===== config.mk =====
export PLATFORM = sky130hd
export DESIGN_NAME = rom_port_arbiter
export DESIGN_NICKNAME = d
export VERILOG_FILES = /design/src/rtl/rom_port_arbiter.sv
export SDC_FILE = /design/constraint.sdc
export NUM_CORES = 1
export LEC_CHECK = 0
export ABC_AREA = 1
export BUFFER_PORTS_ARGS = -buffer_cell sky130_fd_sc_hd__buf_2
export CAP_MARGIN = 20
export CORE_ASPECT_RATIO = 1.75
export CORE_UTILIZATION = 30
export CTS_BUF_LIST = sky130_fd_sc_hd__clkbuf_4 sky130_fd_sc_hd__clkbuf_8
export DETAILED_ROUTE_END_ITERATION = 7
export PLACE_DENSITY = 0.67
export SETUP_SLACK_MARGIN = 0.05
export SLEW_MARGIN = 10
export SYNTH_ARGS = -nofsm -noshare
export SYNTH_HDL_FRONTEND = slang
export SYNTH_SLANG_ARGS = --single-unit

===== constraint.sdc =====
create_clock -name clk -period 7.8 [get_ports clk]
set_input_delay 0.39 -clock clk [delete_from_list [all_inputs] [get_ports clk]]
set_output_delay 0.39 -clock clk [all_outputs]
set_load 0.02 [all_outputs]

===== src/rtl/rom_port_arbiter.sv =====
// Two-requester arbiter sharing one ROM read port between fetch (F) and data (D) paths.
// Round-robin on ties; each access is IDLE/CAPTURE -> ISSUE -> CAPTURE with a registered valid pulse.
module rom_port_arbiter #(
    parameter int MEM_ADDR  = 6,
    parameter int MEM_EXTRA = 4,
    localparam int AW = MEM_ADDR + 1,
    localparam int DW = (2 ** MEM_EXTRA) * 8
) (
    input  logic                 clk,
    input  logic                 reset,
    input  logic                 f_req,
    input  logic [AW-1:0]        f_addr,
    input  logic [MEM_EXTRA-1:0] f_extra,
    input  logic [AW-1:0]        f_lower,
    input  logic [AW-1:0]        f_upper,
    input  logic                 d_req,
    input  logic [AW-1:0]        d_addr,
    input  logic [MEM_EXTRA-1:0] d_extra,
    input  logic [AW-1:0]        d_lower,
    input  logic [AW-1:0]        d_upper,
    output logic                 f_gnt,
    output logic                 f_valid,
    output logic [DW-1:0]        f_data,
    output logic                 f_error,
    output logic                 d_gnt,
    output logic                 d_valid,
    output logic [DW-1:0]        d_data,
    output logic                 d_error,
    output logic [AW-1:0]        mem_addr,
    output logic [MEM_EXTRA-1:0] mem_extra,
    output logic [AW-1:0]        mem_lower_bound,
    output logic [AW-1:0]        mem_upper_bound,
    input  logic [DW-1:0]        mem_data,
    input  logic                 mem_error,
    output logic                 busy
);

    typedef enum logic [1:0] {S_IDLE, S_ISSUE, S_CAPTURE} state_t;
    localparam logic OWN_F = 1'b0;
    localparam logic OWN_D = 1'b1;

    state_t               state_q, state_d;
    logic                 owner_q, owner_d;
    logic                 last_q, last_d;
    logic                 f_gnt_q, f_gnt_d, d_gnt_q, d_gnt_d;
    logic                 f_valid_q, f_valid_d, d_valid_q, d_valid_d;
    logic                 f_error_q, f_error_d, d_error_q, d_error_d;
    logic [DW-1:0]        f_data_q, f_data_d, d_data_q, d_data_d;
    logic [AW-1:0]        mem_addr_q, mem_addr_d;
    logic [MEM_EXTRA-1:0] mem_extra_q, mem_extra_d;
    logic [AW-1:0]        mem_lower_q, mem_lower_d;
    logic [AW-1:0]        mem_upper_q, mem_upper_d;

    logic any_req;
    logic winner;
    logic arb;

    assign any_req = f_req | d_req;
    // Lone requester wins outright; on a tie the side that did not win last time goes.
    assign winner  = (f_req && d_req) ? ~last_q : d_req;

    always_comb begin
        state_d     = state_q;
        owner_d     = owner_q;
        last_d      = last_q;
        f_gnt_d     = 1'b0;
        d_gnt_d     = 1'b0;
        f_valid_d   = 1'b0;
        d_valid_d   = 1'b0;
        f_error_d   = f_error_q;
        d_error_d   = d_error_q;
        f_data_d    = f_data_q;
        d_data_d    = d_data_q;
        mem_addr_d  = mem_addr_q;
        mem_extra_d = mem_extra_q;
        mem_lower_d = mem_lower_q;
        mem_upper_d = mem_upper_q;
        arb         = 1'b0;

        case (state_q)
            S_IDLE: arb = 1'b1;
            S_ISSUE: state_d = S_CAPTURE;
            S_CAPTURE: begin
                arb = 1'b1;
                if (owner_q == OWN_F) begin
                    f_data_d  = mem_data;
                    f_error_d = mem_error;
                    f_valid_d = 1'b1;
                end else begin
                    d_data_d  = mem_data;
                    d_error_d = mem_error;
                    d_valid_d = 1'b1;
                end
            end
            default: state_d = S_IDLE;
        endcase

        // Arbitration shares the CAPTURE edge so back-to-back accesses take two cycles.
        if (arb) begin
            if (any_req) begin
                state_d = S_ISSUE;
                owner_d = winner;
                last_d  = winner;
                if (winner == OWN_F) begin
                    f_gnt_d     = 1'b1;
                    mem_addr_d  = f_addr;
                    mem_extra_d = f_extra;
                    mem_lower_d = f_lower;
                    mem_upper_d = f_upper;
                end else begin
                    d_gnt_d     = 1'b1;
                    mem_addr_d  = d_addr;
                    mem_extra_d = d_extra;
                    mem_lower_d = d_lower;
                    mem_upper_d = d_upper;
                end
            end else begin
                state_d = S_IDLE;
            end
        end
    end

    always_ff @(posedge clk or posedge reset) begin
        if (reset) begin
            state_q     <= S_IDLE;
            owner_q     <= OWN_F;
            last_q      <= OWN_D;
            f_gnt_q     <= 1'b0;
            d_gnt_q     <= 1'b0;
            f_valid_q   <= 1'b0;
            d_valid_q   <= 1'b0;
            f_error_q   <= 1'b0;
            d_error_q   <= 1'b0;
            f_data_q    <= '0;
            d_data_q    <= '0;
            mem_addr_q  <= '0;
            mem_extra_q <= '0;
            mem_lower_q <= '0;
            mem_upper_q <= '1;
        end else begin
            state_q     <= state_d;
            owner_q     <= owner_d;
            last_q      <= last_d;
            f_gnt_q     <= f_gnt_d;
            d_gnt_q     <= d_gnt_d;
            f_valid_q   <= f_valid_d;
            d_valid_q   <= d_valid_d;
            f_error_q   <= f_error_d;
            d_error_q   <= d_error_d;
            f_data_q    <= f_data_d;
            d_data_q    <= d_data_d;
            mem_addr_q  <= mem_addr_d;
            mem_extra_q <= mem_extra_d;
            mem_lower_q <= mem_lower_d;
            mem_upper_q <= mem_upper_d;
        end
    end

    assign f_gnt           = f_gnt_q;
    assign d_gnt           = d_gnt_q;
    assign f_valid         = f_valid_q;
    assign d_valid         = d_valid_q;
    assign f_error         = f_error_q;
    assign d_error         = d_error_q;
    assign f_data          = f_data_q;
    assign d_data          = d_data_q;
    assign mem_addr        = mem_addr_q;
    assign mem_extra       = mem_extra_q;
    assign mem_lower_bound = mem_lower_q;
    assign mem_upper_bound = mem_upper_q;
    assign busy            = (state_q != S_IDLE);

endmodule


==> impl_results.md <==
* Status: complete, but fails checks
* Failing checks: DRC
* Via count at approximately 9600
* First-pass GRT wire length at 50270 um
* Reg area at 7292 um^2
* TritonCTS clock tree: yes
* Static leakage at between 0.008 and 0.009 uW
* Vias in the first global route at ~9500
* R2r setup slk at 4750 ps
* Register bit count reported by yosys at between 200 and 300
* R2R Path End: f_data[86]$_DFFE_PP0P_
* Via-to-Cell Ratio at ~4.4
* Slew @ Worst Pin at between 1000 and 1500 ps
* CTS Sinks at between 200 and 300
* Setup crit end: f_data[86]$_DFFE_PP0P_
* Die Ht at 265.1 um
* Mapped Cells at between 1000 and 1500
* TritonCTS Buffers at 44
* P_sw at 2735 uW
* Initial antenna violation count at 7
* Multi-input gate area at between 3000 and 4000 um^2
* Tcrit/Tclk final at around 39%
* R2r worst-path depth at 5
* PwrDens at around 430 nW/um^2
* Final Hold Viols at 0
* Top cells by count, synth: 336 x nand2_1, 283 x dfrtp_1, 184 x inv_1
* Slew Limit Fails at 0
* Syn Nets at approximately 1400
* Sw Share at 41.78%
* Mean Syn Cell Area at 9.906 um^2
* Cts hold-fix bufs at 0
* FP Rows at 96
* Number of I/O port buffers at 470
* Crit path arrival time at 3440 ps
* Count of final setup violators at 0
* Top-count cell post-synth: nand2_1
* Unrepaired setup endpoints after global routing: no
* Area contributors post-synth: dfrtp_1 60%, nand2_1 11%, o21ai_2 7.4%
* Distinct cells, synth at 20
* Max_cap viols at 0
* Setup TNS at 0 ps
* Die width at ~150 um
* Register area share after synthesis at around three fifths
* Clock group share of total power at approximately a fifth
* CP endpoint kind: flop
* Area grow syn2layout at 28.70%
* Reg power frac at 39.5%
* Hpwl dp at 23000 um
* Int Power at approximately 3800 uW
* Detailed Routing Iterations Pass 1 at 7
* Starting Density at a little under a third
* H-tree depth at 2
* Fill cell count at approximately 4000
* Critical path type: flop to flop
* Post-route ant nets at 0
* R2R Path Start: state_q[0]$_DFF_PP0_
* Crit path launch: state_q[0]$_DFF_PP0_
* DR WL/cell at between 10 and 15 um
* Layout cells sized above 1 at between 30% and 40%
* Gate power share at between 40% and 50%
* Count of flip-flops with a built-in enable after synthesis at 0
* Area of the core at ~40000 um^2
* Routability Congestion at 0.7916
* Clk_lat worst skew at between 500 and 600 ps
* Post-detailed-routing wire length at 31820 um
* Maximum clock path buffer count at 3
* Share of the synthesized area in the top cell type at around 60%
* Min-Delay Path Class: primary input to asynchronous set/reset pin
* Post-CTS Setup Bufs at 0
* Slew HR at between 20% and 30%
* CP startpoint kind: flop
* Synth area leader: dfrtp_1
* Num ports at 471
* Largest net degree at the start of global routing at between 150 and 200
* Full die area at 40390 um^2
* Main synth FF type: dfrtp_1
* CTS clock-pin slew for the worst setup and hold paths at 70 ps
* Total global-route track usage at 15.57%
* Achievable Freq at about 330 MHz
* Min Tclk post-route at roughly 3100 ps
* CTS-repair resized insts at 0
* Critical Path Fanout Max at about 110
* Overflow after GRT at 0
* Yosys warnings at 0
* Ys async rst share at 100.0%
* CP Data Required Time at between 8000 and 9000 ps
* Residual DRC at 32
* Starting DRT DRC Count at between 500 and 600
* Maximum VDD drop at roughly 0.00019 V
* Finished Layout Cells at 2184
* Clock Skews at 23.23 ps
* Dpl cells at approximately 2100
* Cell Area, Synth at about 12000 um^2
* Final #Nets at between 1500 and 2000
* Clk root buf: clkbuf_8
power by group through the flow:
stage / clock network (uW) / registers, uW / logic (uW)
4_1_cts: 1380 / 2590 / 2660
5_1_grt: 1440 / 2670 / 2840
3_5_place_dp: 0 / 2600 / 2670
6_report: 1330 / 2590 / 2630
2_1_floorplan: 0 / 3460 / 794
3_3_place_gp: 0 / 2580 / 2610
routing by layer:
| layer | GRT usage [%] | share of wire (%) | wire (um) | up-vias |
|---|---|---|---|---|
| li1 | - | - | - | 4653 |
| met1 | 17.02 | 38 | 11990 | 4440 |
| met2 | 27.85 | 51 | 16250 | 381 |
| met3 | 3.161 | 6.2 | 1979 | 87 |
| met4 | 9.101 | 5.0 | 1579 | 2 |
| met5 | 0 | 0.041 | 13 | - |
cells in the final DEF (no fill, tap or decap), types with 2 or more instances in the layout:
| master | instances |
|---|---|
| buf_2 | 470 |
| buf_4 | 7 |
| clkbuf_4 | 11 |
| clkbuf_8 | 56 |
| clkinv_2 | 8 |
| clkinvlp_4 | 3 |
| dfrtp_1 | 283 |
| dfstp_2 | 8 |
| diode_2 | 6 |
| inv_1 | 183 |
| inv_2 | 2 |
| nand2_1 | 336 |
| nand3_1 | 50 |
| nand3_4 | 2 |
| nor2_1 | 2 |
| o21ai_0 | 138 |
| o21ai_1 | 21 |
| o21ai_2 | 100 |
registers in the layout (all words and copies together), names as in the netlist:
name / cells
mem_lower_bound: 7
state_q: 2
d_gnt: 1
mem_upper_bound: 7
d_valid: 1
d_error: 1
d_data: 128
f_valid: 1
f_error: 1
mem_addr: 7
f_gnt: 1
owner_q: 1
f_data: 128
last_q: 1
mem_extra: 4
layout make-up:
cell class	count	area share, %
clock inverter	11	0.5571
multi-input combinational	654	21.35
clock buffer	67	5.587
tap	490	4.014
timing repair buffer	479	16.06
inverter	186	4.596
antenna	6	0.09830
sequential	291	47.74
critical path, stage by stage, from the launching register on:
cell and delay [ps]:
dfrtp_1 430, inv_2 100, nand3_4 380, buf_4 820, buf_4 840, o21ai_0 200
how the worst min path moves through the flow:
stage / slack, ps / to / cells past startpoint
floorplan: 450 / last_q$_DFFE_PP1P_ / 2
global placement: 450 / mem_upper_bound[1]$_DFFE_PP1P_ / 2
detailed placement: 460 / d_data[13]$_DFFE_PP0P_ / 2
CTS: 30 / d_data[108]$_DFFE_PP0P_ / 3
global route: 50 / d_data[108]$_DFFE_PP0P_ / 3
finish: 30 / f_data[119]$_DFFE_PP0P_ / 3
per-stage QoR:
step	util [%]	power [uW]	hold WS [ps]	instance area (um^2)	worst slack, ps
finish	39.01	6547	34.72	15270	4745
global route	39.01	6954	49.85	15270	4375
CTS	38.90	6631	26.49	15230	4601
detailed placement	36.50	5267	461.6	14290	4650
global placement	36.50	5192	454.1	14290	4826
floorplan	-	4250	448.4	11870	3555
kinds of logic (layout without fill, tap and decap cells):
kind of cell,after synthesis,after routing,synth area share [%]
buffers and inverters,253,743,11.08
AOI/OAI and AO/OA,260,260,14.13
DFF,291,291,61.44
other,0,6,0
and+or+nand+nor,394,394,13.35
No activity file was read; power rests on OpenSTA's default activity.
